==> src/rtl/idma_stream_stall_injector.sv <==
// rtl/idma_stream_stall_injector.sv - single-entry stream stage with LFSR-driven stall insertion
// Optional IDMA_STALL_STATS_EN adds saturating beat and stall-cycle counters.
module idma_stream_stall_injector #(
    parameter int unsigned DataWidth  = 32,
    parameter int unsigned StallWidth = 8,
    parameter logic [31:0] LfsrSeed   = 32'h0000_0005
) (
    input  logic                  clk_i,
    input  logic                  rst_i,
    input  logic                  cfg_en_i,
    input  logic [StallWidth-1:0] cfg_max_stall_i,
    input  logic                  in_valid_i,
    output logic                  in_ready_o,
    input  logic [DataWidth-1:0]  in_data_i,
    output logic                  out_valid_o,
    input  logic                  out_ready_i,
    output logic [DataWidth-1:0]  out_data_o,
`ifdef IDMA_STALL_STATS_EN
    input  logic                  stat_clr_i,
    output logic [31:0]           stat_beats_o,
    output logic [31:0]           stat_stall_cycles_o,
`endif
    output logic                  stalling_o
);

    localparam logic [31:0] LfsrTaps = 32'h8020_0003;

    if (LfsrSeed == 32'd0) begin : g_seed_check
        $fatal(1, "idma_stream_stall_injector: LfsrSeed must be nonzero");
    end

    typedef enum logic [1:0] {
        EMPTY = 2'd0,
        STALL = 2'd1,
        VALID = 2'd2
    } state_e;

    state_e                state_q, state_d;
    logic [DataWidth-1:0]  data_q, data_d;
    logic [StallWidth-1:0] cnt_q, cnt_d;
    logic [31:0]           lfsr_q, lfsr_d;

    logic                  in_ready;
    logic                  accept;
    logic                  out_hs;
    logic [31:0]           lfsr_next;
    logic [StallWidth-1:0] new_cnt;

    assign in_ready  = (state_q == EMPTY) || ((state_q == VALID) && out_ready_i);
    assign accept    = in_valid_i && in_ready;
    assign out_hs    = (state_q == VALID) && out_ready_i;
    assign lfsr_next = {1'b0, lfsr_q[31:1]} ^ (lfsr_q[0] ? LfsrTaps : 32'd0);
    // Stall length uses the LFSR value before this beat advances it.
    assign new_cnt   = cfg_en_i ? (lfsr_q[StallWidth-1:0] & cfg_max_stall_i) : '0;

    always_comb begin
        state_d = state_q;
        data_d  = data_q;
        cnt_d   = cnt_q;
        lfsr_d  = lfsr_q;
        if (accept) begin
            data_d  = in_data_i;
            lfsr_d  = lfsr_next;
            cnt_d   = new_cnt;
            state_d = (new_cnt == '0) ? VALID : STALL;
        end else begin
            case (state_q)
                EMPTY: state_d = EMPTY;
                STALL: begin
                    if (cnt_q == StallWidth'(1)) begin
                        state_d = VALID;
                        cnt_d   = '0;
                    end else begin
                        cnt_d   = cnt_q - StallWidth'(1);
                    end
                end
                VALID: begin
                    if (out_ready_i) begin
                        state_d = EMPTY;
                    end
                end
                default: state_d = EMPTY;
            endcase
        end
    end

    always_ff @(posedge clk_i or posedge rst_i) begin
        if (rst_i) begin
            state_q <= EMPTY;
            data_q  <= '0;
            cnt_q   <= '0;
            lfsr_q  <= LfsrSeed;
        end else begin
            state_q <= state_d;
            data_q  <= data_d;
            cnt_q   <= cnt_d;
            lfsr_q  <= lfsr_d;
        end
    end

    assign in_ready_o  = in_ready;
    assign out_valid_o = (state_q == VALID);
    assign out_data_o  = data_q;
    assign stalling_o  = (state_q == STALL);

`ifdef IDMA_STALL_STATS_EN
    logic [31:0] beats_q, beats_d;
    logic [31:0] stall_cyc_q, stall_cyc_d;

    always_comb begin
        beats_d     = beats_q;
        stall_cyc_d = stall_cyc_q;
        if (stat_clr_i) begin
            beats_d     = '0;
            stall_cyc_d = '0;
        end else begin
            if (out_hs && (beats_q != 32'hFFFF_FFFF)) begin
                beats_d = beats_q + 32'd1;
            end
            if ((state_q == STALL) && (stall_cyc_q != 32'hFFFF_FFFF)) begin
                stall_cyc_d = stall_cyc_q + 32'd1;
            end
        end
    end

    always_ff @(posedge clk_i or posedge rst_i) begin
        if (rst_i) begin
            beats_q     <= '0;
            stall_cyc_q <= '0;
        end else begin
            beats_q     <= beats_d;
            stall_cyc_q <= stall_cyc_d;
        end
    end

    assign stat_beats_o        = beats_q;
    assign stat_stall_cycles_o = stall_cyc_q;
`else
    logic unused_hs;
    assign unused_hs = out_hs;
`endif

endmodule

==> config.mk <==
export PLATFORM = sky130hd
export DESIGN_NAME = idma_stream_stall_injector
export DESIGN_NICKNAME = d
export VERILOG_FILES = /design/src/rtl/idma_stream_stall_injector.sv
export SDC_FILE = /design/constraint.sdc
export NUM_CORES = 1
export LEC_CHECK = 0
export ABC_AREA = 1
export CAP_MARGIN = 30
export CORE_UTILIZATION = 44
export CTS_CLUSTER_DIAMETER = 60
export DETAILED_ROUTE_END_ITERATION = 6
export GPL_ROUTABILITY_DRIVEN = 1
export PLACE_DENSITY = 0.84
export SLEW_MARGIN = 10
export SYNTH_ARGS = -nofsm -noshare
export SYNTH_HDL_FRONTEND = slang
export SYNTH_SLANG_ARGS = --single-unit
==> constraint.sdc <==
create_clock -name clk_i -period 2.6 [get_ports clk_i]
set_input_delay 0.78 -clock clk_i [delete_from_list [all_inputs] [get_ports clk_i]]
set_output_delay 0.78 -clock clk_i [all_outputs]
set_load 0.05 [all_outputs]
=== Yosys cells after proc, flatten, opt, wreduce, memory -nomap -nowiden ===
Index checks and enable logic that the tools add are counted.
W data, S select, Z words.

* Bits in registers: 74
* Word-level logic and storage cells: 29

* Add/subtract/negate cells: 1
* Equal/unequal tests: 5
* Mux-type cells: 10
* Bitwise logic cells: 2
* Reductions and logical operators: 7

{| class="wikitable"
|+ Operators by type and width
! operator !! count
|-
| $mux W32 || 1
|-
| $mux W8 || 4
|-
| $xor A31 B32 Y32 || 1
|-
| $and A8 B8 Y8 || 1
|-
| $eq A8 B1 Y1 const B || 1
|-
| $logic_not A8 Y1 || 1
|-
| $mux W2 || 4
|-
| $sub A8 B1 Y8 const B || 1
|-
| $ne A3 B1 Y1 const B || 2
|-
| $pmux W2 S2 || 1
|-
| $eq A2 B1 Y1 const B || 1
|-
| $eq A2 B2 Y1 const B || 1
|-
| $logic_and A1 B1 Y1 || 2
|-
| $logic_not A2 Y1 || 1
|-
| $reduce_and A2 Y1 || 1
|-
| $reduce_bool A2 Y1 || 1
|-
| $logic_or A1 B1 Y1 || 1
|}

=== Depth between registers and ports, before layout ===
Gate-level depths: netlist (run 1).

* Depth after elaboration: 6
* Gate-level depth with buffers: 10
* Mapped depth without buffers: 10

=== Worst setup path before layout (run 1) ===
Ideal clock, no wire load.

* Kind: input port to output port
* From: in out_ready_i
* To: out in_ready_o
* Arrival time: 1.617 ns
* Required time: 1.820 ns
* Slack: 0.203 ns
* Cell stages on the path: 2
* Path through: inv_1 a21oi_1

* Longest elaborated chain between the ends: 2

{| class="wikitable"
|+ Ends and longest elaborated chain
! item !! RTL line !! text
|-
| start: declaration || 16 || <nowiki>input logic out_ready_i,</nowiki>
|-
| $logic_and A1 B1 Y1 || -- ||
|-
| $logic_or A1 B1 Y1 || 49 || <nowiki>assign in_ready = (state_q == EMPTY) || ((state_q == VALID) && out_ready_i);</nowiki>
|-
| end: declaration || 13 || <nowiki>output logic in_ready_o,</nowiki>
|}

Every way passes these cells.

=== Worst setup path after layout (run 1) ===
Ends and elaborated chain as after synthesis.

==> results.toml, run 1 <==
[status]
run_status = "completed"

[yosys]
syn_nets = 437
ys_seq_area_share_pct = 57.9
synthMuxAreaShare_pct = 0
synthAdderAreaFrac_pct = 0.781
synthCells = 390
synth_top_family_by_area = "simple AND/OR/NAND/NOR gates"
yosys.area_share.simple_pct = 32.6
synth-xor-area-share_pct = 1.37
synth_area_per_cell_sq_um = 8.22
yosys.cell_types.count = 22
yosysWarnings = 0
ys_ff_latch = 74
synth_area_sq_um = 3200
synth_compound_area_share_pct = 1.64

[route]
vias = 2752
drc = 0
viasPerCell = 4.78
drt-wirelength-per-cell_um = 12.3
drt_first_pass_iters = 4
drt_wl_total_um = 7070
drtAntennaViolNets = 0
drtIter0Drc = 174

[final_layout]
fin_cells = 576
drive_above_1_share_pct = 8.13
areaGrowthSynthToFinish_pct = 35.4
final_cell_mix = "nand2_1 (227), clkdlybuf4s50_1 (77), dfrtp_1 (72)"
final_area_sq_um = 4340
final_core_utilization_pct = 62.8
final_common_cell = "nand2_1"
num-nets-final = 522
antenna_cells = 0

[timing]
period_minus_slack_ns = 2.51
finalSetupViolCount = 0
fin_worst_skew_ns = 0.00771
hold_viol = 0
rsz0062_at_grt = "false"
slew_headroom_pct = 58.2
drv_slew = 0
tns_ns = 0
worstMarginPinSlew_ns = 0.625
fmax_ghz = 0.398
min_period_over_period_pct = 96.7

[min_path]
hold_depth = 2
holdPathEnd = "lfsr_q[25]"
min-delay-start = "lfsr_q[26]"
hp-class = "reg -> reg"

[die]
dieArea_sq_um = 7630
ios = 80
initial_core_util_pct = 46.4
fp-row-count = 30
die_h_um = 87.3
core_sq_um = 6910
fp.dieW_um = 87.3

[place]
place.gp.congestion = 0.864
dp.cells = 560
dp_hpwl_um = 5010
placed_area_sq_um = 4120
portBuffers = 79

[power_and_ir_drop]
power.density_nw_per_um2 = 513
p_leak_nw = 2.26
irDropWorstVdd_uv = 239

[setup_path]
crit_fanout = 3
end_kind = "output pin"
r2r-start = "state_q[1]"
worstPathRequired_ns = 1.82
crit_arrival_ns = 1.73
r2r_setup_slack_ns = 1.24
start_kind = "primary input"
rr_worst_depth = 7
crit_type = "in -> out"
rr_endpoint = "cnt_q[2]"

[clock_network]
postCtsResizedCells = 0
clock_latency_ns = 0.34
cts_tree = "yes"
clock_sinks = 74
cts_max_path_buffers = 2
holdBufCountCts = 0
postCtsSetupBuffers = 0
ctsRootBufferMaster = "clkbuf_8"
h-tree-depth = 3
path_clk_slew_ns = 0.07
cts_inserted_buffers = 9

[global_routing]
antenna_found_initial = 0
grt_max_degree = 35
grt_pass1_vias = 2816
grt_pass1_wl_um = 12100
grt_use_total_pct = 20.2
overflow = 0

[flow_run]
cap_violations = 0
cells in the mapped netlist, drive strengths merged:
cell,n,area [sq um]
dfrtp,72,1800
o21ai,8,40.0
buf,13,98.8
ha,2,25.0
a21oi,1,5.00
nor2,12,45.0
nand3,17,97.6
nand3b,1,7.51
nand2,227,852
clkbuf,2,8.75
dfstp,2,52.6
inv,20,75.1
nand4,1,6.26
o211ai,1,7.51
xor2,2,17.5
or2,6,37.5
xnor2,3,26.3
state kept, by name, indices dropped and copies added, names as in the netlist:
name        count
cnt_q           8
lfsr_q         32
out_data_o     32
state_q         2
report_power, final:
group | total [mW] | internal [mW] | switching [mW]
logic | 0.0996 | 0.0636 | 0.0360
registers | 1.15 | 1.15 | 0
clock network | 0.975 | 0.564 | 0.411
metrics by stage:
stage / total power, mW / hold WS (ns) / setup slack (ns)
CTS: 2.25 / 0.470 / 0.0734
global placement: 1.27 / 0.452 / 0.0978
floorplan: 1.19 / 0.442 / 0.203
finish: 2.22 / 0.465 / 0.0850
global route: 2.30 / 0.486 / 0.0414
detailed placement: 1.27 / 0.455 / 0.0855
cells by family (layout without fill, tap and decap cells):
kind of cell    Yosys count  in the layout
simple gates            264            264
fa+ha+maj                 2              2
compound gates           10             10
flops                    74             74
buf+inv                  35            125
xor+xnor                  5              5
worst max-delay path, stage by stage:
cell and delay [ns]:
clkdlybuf4s50_1 0.45, inv_1 0.05, a21oi_1 0.27, buf_12 0.18
area by class of cell:
class,count,area (sq um)
Sequential cell,74,1850
Inverter,20,78.8
Multi-Input combinational cell,281,1170
Clock inverter,5,77.6
Fill cell,600,2570
Timing Repair Buffer,89,898
Clock buffer,11,141
Tap cell,96,120
per-layer routing:
layer	wire [um]	up-vias	GRT usage, %
met5	0	-	0
li1	-	1350	-
met1	3160	1313	24.3
met2	3450	71	34.3
met4	190	0	10.4
met3	280	18	4.08
how the worst max path moves through the flow:
stage	startpoint	to	slack (ns)	depth (start not counted)
after floorplan	out_ready_i	in_ready_o	0.20	2
after global placement	out_ready_i	in_ready_o	0.1	4
after detailed placement	out_ready_i	in_ready_o	0.09	4
after CTS	state_q[0]	out_valid_o	0.07	2
after global routing	state_q[1]	out_valid_o	0.04	3
final	out_ready_i	in_ready_o	0.09	4
Note: power is estimated with default switching activity, not from simulation.
==> inputs of run 2 (changes only) <==
Settings changed: CORE_ASPECT_RATIO from default to 1.25.
==> run 2 against run 1 <==
Effect of this change: clock skew is 0.00067 ns lower; worst hold slack improved by 0.0056 ns; combinational power fell by 0.5%; maximum frequency grew 1.7%; critical path depth did not move; global-route usage up 0.57 points; largest power group unchanged.
==> results.toml, run 2 (synthesized netlist as in run 1, its figures left out) <==
[die]
core_sq_um = 7020
die_h_um = 97.4
initial_core_util_pct = 45.7
ios = 80
fp.dieW_um = 78.3
dieArea_sq_um = 7630
fp-row-count = 34

[global_routing]
antenna_found_initial = 0
grt_pass1_wl_um = 12200
overflow = 0
grt_use_total_pct = 20.8
grt_max_degree = 32
grt_pass1_vias = 2712

[setup_path]
worstPathRequired_ns = 1.82
rr_endpoint = "out_data_o[6]"
end_kind = "output pin"
rr_worst_depth = 6
crit_start = "out_ready_i"
start_kind = "primary input"
crit_arrival_ns = 1.69
crit_end = "in_ready_o"
crit_fanout = 3
crit_type = "in -> out"
r2r-start = "state_q[1]"
r2r_setup_slack_ns = 1.05

[route]
viasPerCell = 4.73
drc = 0
vias = 2677
drt_first_pass_iters = 4
drtIter0Drc = 156
drt_wl_total_um = 7080
drt-wirelength-per-cell_um = 12.5
drtAntennaViolNets = 0

[final_layout]
final_cell_mix = "nand2_1 (227), clkdlybuf4s50_1 (76), dfrtp_1 (72)"
antenna_cells = 0
areaGrowthSynthToFinish_pct = 34.4
final_common_cell = "nand2_1"
drive_above_1_share_pct = 7.35
nFillCells = 604
num-nets-final = 518
final_area_sq_um = 4310

[clock_network]
cts_tree = "yes"
path_clk_slew_ns = 0.07
clock_latency_ns = 0.34
cts_max_path_buffers = 2
holdBufCountCts = 0
cts_inserted_buffers = 9
clock_sinks = 74
h-tree-depth = 3
postCtsSetupBuffers = 0
ctsRootBufferMaster = "clkbuf_8"

[power_and_ir_drop]
power.density_nw_per_um2 = 497
p_leak_nw = 2.24
irDropWorstVdd_uv = 363

[min_path]
min-delay-start = "lfsr_q[23]"
hp-class = "reg -> reg"

[place]
place.gp.congestion = 0.852
dp_hpwl_um = 5000
placed_area_sq_um = 4100
portBuffers = 79

[timing]
rsz0062_at_grt = "false"
fmax_ghz = 0.405
slew_headroom_pct = 63.3
finalSetupViolCount = 0
drv_slew = 0
fin_worst_skew_ns = 0.00705
period_minus_slack_ns = 2.47
worstMarginPinSlew_ns = 0.549
min_period_over_period_pct = 95.1
hold_viol = 0
tns_ns = 0

[flow_run]
cap_violations = 0

[status]
run_status = "completed"
==> run 2: per-stage QoR <==
step / hold slack [ns] / total power, mW / util, % / worst slack [ns] / instances
3_3_place_gp: 0.451 / 1.27 / 58.5 / 0.0926 / 550
4_1_cts: 0.472 / 2.17 / 61.3 / 0.0388 / 566
5_1_grt: 0.501 / 2.22 / 61.3 / 0.0962 / 566
3_5_place_dp: 0.455 / 1.27 / 58.5 / 0.0554 / 550
2_1_floorplan: 0.442 / 1.19 / - / 0.203 / 390
6_report: 0.470 / 2.14 / 61.3 / 0.128 / 566
==> run 2: repair_timing <==
| item | CTS | global route |
|---|---|---|
| resized for setup | 0 | 1 |
| hold endpoints to repair | 0 | 0 |
| endpoints found under the setup margin | 0 | 1 |
==> run 2: routing by layer <==
| metal | global-route usage [%] | vias to the layer above | routed length, um |
|---|---|---|---|
| li1 | - | 1343 | - |
| met1 | 24.2 | 1252 | 2920 |
| met2 | 35.6 | 67 | 3700 |
| met3 | 5.35 | 15 | 267 |
| met4 | 9.12 | 0 | 189 |
| met5 | 0 | - | 0 |
==> run 2: layout make-up <==
class	count	area [sq um]	share of cell area, %
multi-input combinational	281	1170	27.2
sequential	74	1850	43.1
inverter	20	78.8	1.83
clock inverter	2	35.0	0.814
timing repair buffer	85	891	20.7
clock buffer	14	163	3.78
tap	90	113	2.62
==> run 2: how the worst min path moves through the flow <==
| stage | slack (ns) | end | cells past startpoint |
|---|---|---|---|
| finish | 0.47 | lfsr_q[22] | 2 |
| global route | 0.50 | lfsr_q[13] | 2 |
| CTS | 0.47 | lfsr_q[22] | 2 |
| detailed placement | 0.46 | lfsr_q[13] | 2 |
| global placement | 0.45 | lfsr_q[13] | 2 |
| floorplan | 0.44 | lfsr_q[10] | 2 |
==> run 2: report_power, final <==
| part | internal [mW] | switching, mW | total [mW] | leakage (nW) |
|---|---|---|---|---|
| Sequential | 1.15 | 0 | 1.15 | 0.997 |
| Combinational | 0.0637 | 0.0354 | 0.0991 | 1.14 |
| Clock | 0.496 | 0.394 | 0.890 | 0.101 |
==> run 2: critical path, cell delays in order <==
cell and delay, ns:
clkdlybuf4s50_1 0.45, inv_1 0.06, a21oi_2 0.22, buf_12 0.17
